File: src/rtl/ysyx_22040895_mdu.sv
// Iterative radix-2 RV64M multiply/divide unit: one shift-add or restoring-subtract step per cycle.
// Signed operands are reduced to magnitudes on accept; the sign is reapplied in a single FIX cycle.
module ysyx_22040895_mdu #(
   parameter int XLEN = 64
) (
   input  logic            clk,
   input  logic            rst,
   input  logic            valid_i_mdu,
   output logic            ready_o_mdu,
   input  logic [2:0]      op_i_mdu,
   input  logic            word_i_mdu,
   input  logic [XLEN-1:0] opnum1_i_mdu,
   input  logic [XLEN-1:0] opnum2_i_mdu,
   input  logic            flush_i_mdu,
   output logic            valid_o_mdu,
   input  logic            ready_i_mdu,
   output logic [XLEN-1:0] result_o_mdu,
   output logic            busy_o_mdu
);
   localparam int HALF = XLEN / 2;
   localparam int CW   = $clog2(XLEN + 1);

   typedef enum logic [1:0] {IDLE, CALC, FIX, DONE} state_t;

   state_t            state_reg, state_next;
   logic [CW-1:0]     counter_reg;
   logic [2:0]        op_reg;
   logic              word_reg;
   logic [2*XLEN-1:0] acc_reg;
   logic [XLEN-1:0]   opb_reg;
   logic              neg_q_reg;
   logic              neg_r_reg;
   logic [XLEN-1:0]   result_reg;

   // Request decode and operand conditioning
   logic [2:0]      eff_op;
   logic            is_div, rem_op, s1_en, s2_en;
   logic            a_neg, b_neg, div_zero, div_ovf, fast_path, accept;
   logic [XLEN-1:0] a_ext, b_ext, a_abs, b_abs, min_val, fast_raw, fast_result;

   always_comb begin
      // Word forms of MULH/MULHSU/MULHU are not legal; they fall back to MULW.
      eff_op = (word_i_mdu && !op_i_mdu[2] && (op_i_mdu != 3'd0)) ? 3'd0 : op_i_mdu;
      is_div = eff_op[2];
      rem_op = eff_op[1];
      s1_en  = (eff_op != 3'd3) && (eff_op != 3'd5) && (eff_op != 3'd7);
      s2_en  = s1_en && (eff_op != 3'd2);
      if (word_i_mdu) begin
         a_ext = {{HALF{s1_en & opnum1_i_mdu[HALF-1]}}, opnum1_i_mdu[HALF-1:0]};
         b_ext = {{HALF{s2_en & opnum2_i_mdu[HALF-1]}}, opnum2_i_mdu[HALF-1:0]};
      end else begin
         a_ext = opnum1_i_mdu;
         b_ext = opnum2_i_mdu;
      end
      a_neg     = s1_en & a_ext[XLEN-1];
      b_neg     = s2_en & b_ext[XLEN-1];
      a_abs     = a_neg ? -a_ext : a_ext;
      b_abs     = b_neg ? -b_ext : b_ext;
      min_val   = word_i_mdu ? ({XLEN{1'b1}} << (HALF - 1)) : ({XLEN{1'b1}} << (XLEN - 1));
      div_zero  = is_div && (b_ext == '0);
      div_ovf   = is_div && s1_en && (a_ext == min_val) && (b_ext == '1);
      fast_path = div_zero | div_ovf;
      if (div_zero) fast_raw = rem_op ? a_ext : '1;
      else          fast_raw = rem_op ? '0 : a_ext;
      fast_result = word_i_mdu ? {{HALF{fast_raw[HALF-1]}}, fast_raw[HALF-1:0]} : fast_raw;
      accept      = valid_i_mdu && (state_reg == IDLE) && !flush_i_mdu;
   end

   // One iteration step; the accumulator is {hi, lo}
   logic [XLEN-1:0]   acc_hi, acc_lo;
   logic [XLEN:0]     mul_sum, div_shift, div_diff;
   logic              div_ge;
   logic [2*XLEN-1:0] mul_step, div_step;

   always_comb begin
      acc_hi    = acc_reg[2*XLEN-1:XLEN];
      acc_lo    = acc_reg[XLEN-1:0];
      mul_sum   = acc_reg[0] ? ({1'b0, acc_hi} + {1'b0, opb_reg}) : {1'b0, acc_hi};
      mul_step  = {mul_sum, acc_lo[XLEN-1:1]};
      div_shift = {acc_hi, acc_lo[XLEN-1]};
      div_ge    = div_shift >= {1'b0, opb_reg};
      div_diff  = div_shift - {1'b0, opb_reg};
      div_step  = {(div_ge ? div_diff[XLEN-1:0] : div_shift[XLEN-1:0]), acc_lo[XLEN-2:0], div_ge};
   end

   // Sign fix-up and result selection
   logic [2*XLEN-1:0] prod_raw, prod_fix;
   logic [XLEN-1:0]   quot_fix, rem_fix, fix_raw, fix_result;

   always_comb begin
      // A word multiply runs HALF steps, leaving the product HALF bits up.
      prod_raw = word_reg ? (acc_reg >> HALF) : acc_reg;
      prod_fix = neg_q_reg ? -prod_raw : prod_raw;
      quot_fix = neg_q_reg ? -acc_lo : acc_lo;
      rem_fix  = neg_r_reg ? -acc_hi : acc_hi;
      case (op_reg)
         3'd0:                fix_raw = prod_fix[XLEN-1:0];
         3'd1, 3'd2, 3'd3:    fix_raw = prod_fix[2*XLEN-1:XLEN];
         3'd4, 3'd5:          fix_raw = quot_fix;
         default:             fix_raw = rem_fix;
      endcase
      fix_result = word_reg ? {{HALF{fix_raw[HALF-1]}}, fix_raw[HALF-1:0]} : fix_raw;
   end

   always_comb begin
      state_next = state_reg;
      case (state_reg)
         IDLE:    if (accept) state_next = fast_path ? DONE : CALC;
         CALC:    if (counter_reg == CW'(1)) state_next = FIX;
         FIX:     state_next = DONE;
         DONE:    if (ready_i_mdu) state_next = IDLE;
         default: state_next = IDLE;
      endcase
      if (flush_i_mdu) state_next = IDLE;
   end

   always_ff @(posedge clk or posedge rst) begin
      if (rst) state_reg <= IDLE;
      else     state_reg <= state_next;
   end

   always_ff @(posedge clk or posedge rst) begin
      if (rst) begin
         counter_reg <= '0;
         op_reg      <= '0;
         word_reg    <= 1'b0;
         acc_reg     <= '0;
         opb_reg     <= '0;
         neg_q_reg   <= 1'b0;
         neg_r_reg   <= 1'b0;
         result_reg  <= '0;
      end else if (!flush_i_mdu) begin
         case (state_reg)
            IDLE: if (accept) begin
               op_reg      <= eff_op;
               word_reg    <= word_i_mdu;
               counter_reg <= word_i_mdu ? CW'(HALF) : CW'(XLEN);
               neg_q_reg   <= a_neg ^ b_neg;
               neg_r_reg   <= a_neg;
               if (is_div) begin
                  acc_reg <= {{XLEN{1'b0}}, (word_i_mdu ? {a_abs[HALF-1:0], {HALF{1'b0}}} : a_abs)};
                  opb_reg <= b_abs;
               end else begin
                  acc_reg <= {{XLEN{1'b0}}, (word_i_mdu ? {{HALF{1'b0}}, b_abs[HALF-1:0]} : b_abs)};
                  opb_reg <= a_abs;
               end
               if (fast_path) result_reg <= fast_result;
            end
            CALC: begin
               acc_reg     <= op_reg[2] ? div_step : mul_step;
               counter_reg <= counter_reg - CW'(1);
            end
            FIX:     result_reg <= fix_result;
            default: ;
         endcase
      end
   end

   assign ready_o_mdu  = (state_reg == IDLE);
   assign valid_o_mdu  = (state_reg == DONE);
   assign busy_o_mdu   = (state_reg != IDLE);
   assign result_o_mdu = result_reg;
endmodule
File: config.mk
export PLATFORM = sky130hd
export DESIGN_NAME = ysyx_22040895_mdu
export DESIGN_NICKNAME = d
export VERILOG_FILES = /design/src/rtl/ysyx_22040895_mdu.sv
export SDC_FILE = /design/constraint.sdc
export NUM_CORES = 2
export LEC_CHECK = 0
export BUFFER_PORTS_ARGS = -buffer_cell sky130_fd_sc_hd__buf_2
export CORE_ASPECT_RATIO = 1.25
export CORE_MARGIN = 2
export CORE_UTILIZATION = 50
export DETAILED_ROUTE_END_ITERATION = 10
export PLACE_DENSITY = 0.64
export SYNTH_ARGS = -nofsm -noshare
export SYNTH_HDL_FRONTEND = slang
export SYNTH_SLANG_ARGS = --single-unit
export TNS_END_PERCENT = 20
File: constraint.sdc
create_clock -name clk -period 23 [get_ports clk]
set_clock_uncertainty 0.15 [all_clocks]
set_input_delay 4.6 -clock clk [delete_from_list [all_inputs] [get_ports clk]]
set_output_delay 4.6 -clock clk [all_outputs]
set_load 0.05 [all_outputs]
==> impl_metrics.yaml <==
outcome:
  status: "complete, but fails checks"
  failed_checks: "capacitance limit, slew limit"
timing:
  fin_crit_sh_pct: 39.9
  rsz0062_at_grt: "no"
  fin_crit_ns: 9.17
  setup_viol: 0
  slew_headroom_pct: -1.09
  worst_slew_pin_slew_ns: 1.51
  clock.fmax_mhz: 109
  holdWs_ns: 0.341
  report.final.slew_viol_count: 2
  hold_violations: 0
  fin_tns_setup_ns: 0
die:
  die_w_um: 249
  die-area_um2: 76900
  initial_utilization_pct: 50.3
  ios: 204
  core_area_um2: 74300
  die_h_um: 310
  rows: 112
synth:
  synth_top_cell_by_area: "dfrtp_1"
  netlist_area_um2: 37400
  syn_area_per_cell_um2: 7.05
  ys_warn_count: 0
  synthesis.instances: 5298
  ys_async_sr_fraction_pct: 100
  synth_top_area_share_pct: 18.1
  synth_seq_cells: 271
  yosys-top-cells-area: "dfrtp_1, o21ai_0, a21oi_1"
  ys_seq_area_share_pct: 18.1
  synth-edff-count: 0
  synth.distinct_cells: 102
  ys.flop_type: "dfrtp_1"
  synth_nets: 5577
placed_design:
  place_hpwl_um: 156000
  port_buffers: 203
  gp_congestion: 1.15
  place_inst: 6138
final_layout:
  final_cell_mix: "nand2_1, o21ai_0, a21oi_1"
  largest_register_ffs: 128
  layout_commonest_cell: "nand2_1"
  drive_above_1_share_pct: 10.5
  stdcell_count: 6221
  synthToLayoutAreaGrowth_pct: 7.49
  num-nets-final: 5492
clock_network:
  insertion_delay_ns: 0.63
  hold_buffers: 0
  root_buffer: "clkbuf_16"
  cts_inserted_buffers: 36
  clockBufferDepth: 3
  clkTransAtPathRegs_ns: 0.06
  cts_max_level: 2
  cts_tree: "built"
  post_cts_resized: 0
  clock-sinks: 271
  cts_setup_buffers: 0
drt:
  ant_nets: 0
  wl_um: 210000
  post-route-drc-count: 0
  vias_per_cell: 7.18
  drtIter0Drc: 6414
  vias: 44700
  wl_per_cell_um: 33.7
  dr.pass1.iters: 9
global_route:
  grt_pass1_vias: 40800
  grt-ovfl-total: 0
  grt_pass1_wl_um: 296000
  track_usage_pct: 52.6
  grt_max_degree: 134
  antenna_found_initial: 26
power:
  powerDensity_nw_per_um2: 171
  power_mw: 6.87
  ir_drop_v: 0.000145
  power_leakage_nw: 16.4
setup_path:
  worstPathArrival_ns: 9.59
  endpoint_kind: "flop"
  criticalPathCategory: "primary input to flop"
  required_ns: 23.42
  startpoint_type: "primary input"
  worstPathMaxFanout: 69
worst_hold_path:
  hp-class: "flop to flop"
job:
  maxCapViolCount: 2
[per-layer routing]
| metal | GRT usage (%) | routed length (um) | up-vias |
|---|---|---|---|
| met5 | 0.497 | 162 | - |
| li1 | - | - | 19200 |
| met3 | 20.0 | 28200 | 997 |
| met4 | 45.2 | 21900 | 26 |
| met2 | 77.3 | 86400 | 3460 |
| met1 | 60.0 | 72800 | 21000 |
[metrics by stage]
step | utilization [%] | setup slack [ns] | instance area [um2]
6_report | 54.1 | 13.83 | 40200
5_1_grt | 54.0 | 13.53 | 40100
2_1_floorplan | - | 10.78 | 37400
3_3_place_gp | 52.3 | 13.52 | 38900
3_5_place_dp | 52.3 | 13.38 | 38900
4_1_cts | 53.9 | 13.99 | 40100
[cell type report]
cell class                 count  area (um2)
sequential                   271        6800
antenna                       12        30.0
timing repair buffer         342        2090
clock inverter                14         145
multi-input combinational   4390       28200
clock buffer                  51        1040
fill                        7571       34100
inverter                     172         653
tap                          969        1210
[final timing paths]
path                               endpoint             start  cells after the start  slack (ns)
max reg2reg                result_o_mdu[35]          word_reg                     13       16.12
min in group asynchronous      acc_reg[118]               rst                      2        3.90
max in group asynchronous         op_reg[2]               rst                      4       16.45
max                        result_o_mdu[32]       op_i_mdu[2]                     12       13.83
min reg2reg                result_o_mdu[34]  result_o_mdu[34]                      2        0.34
min                        result_o_mdu[34]  result_o_mdu[34]                      2        0.34
[synth_stat cells, drive strengths merged (48+ instances only)]
| cell type | count |
|---|---|
| a211oi | 54 |
| a21o | 68 |
| a21oi | 456 |
| a31oi | 60 |
| and3 | 48 |
| buf | 83 |
| clkbuf | 382 |
| dfrtp | 271 |
| ha | 140 |
| inv | 171 |
| mux2 | 54 |
| mux2i | 166 |
| nand2 | 603 |
| nand3 | 94 |
| nand4 | 65 |
| nor2 | 413 |
| nor3 | 162 |
| nor4 | 58 |
| o211ai | 102 |
| o21ai | 551 |
| o221ai | 56 |
| o31ai | 77 |
| or3 | 70 |
| xnor2 | 249 |
| xor2 | 186 |
[worst max-delay path: stages]
cell	delay, ns
buf_4	0.52
nand2_1	0.39
a21oi_1	0.85
a21oi_1	0.21
nor4_1	0.65
a32oi_1	0.36
o21a_2	0.47
buf_4	0.37
nor2_1	0.47
o21ai_0	0.16
o21ai_0	0.28
a22o_1	0.17
[logic make-up (layout without fill, tap and decap cells)]
group	Yosys count	after routing	synth area share, %
other	0	12	0
xor gates and xnor gates	435	435	10.2
buffers and inverters	637	579	6.65
DFF	271	271	18.1
and+or+nand+nor	1776	1776	23.1
adders and majority gates	175	175	5.68
AOI/OAI and AO/OA	1784	1784	30.2
muxes	220	220	6.07
[power breakdown]
| group | total [mW] | internal, mW | leakage (nW) | switching, mW |
|---|---|---|---|---|
| registers | 1.15 | 0.670 | 3.44 | 0.479 |
| logic | 5.12 | 1.66 | 12.4 | 3.47 |
| clock network | 0.601 | 0.330 | 0.581 | 0.271 |
Power figures use the tool's default switching activity.
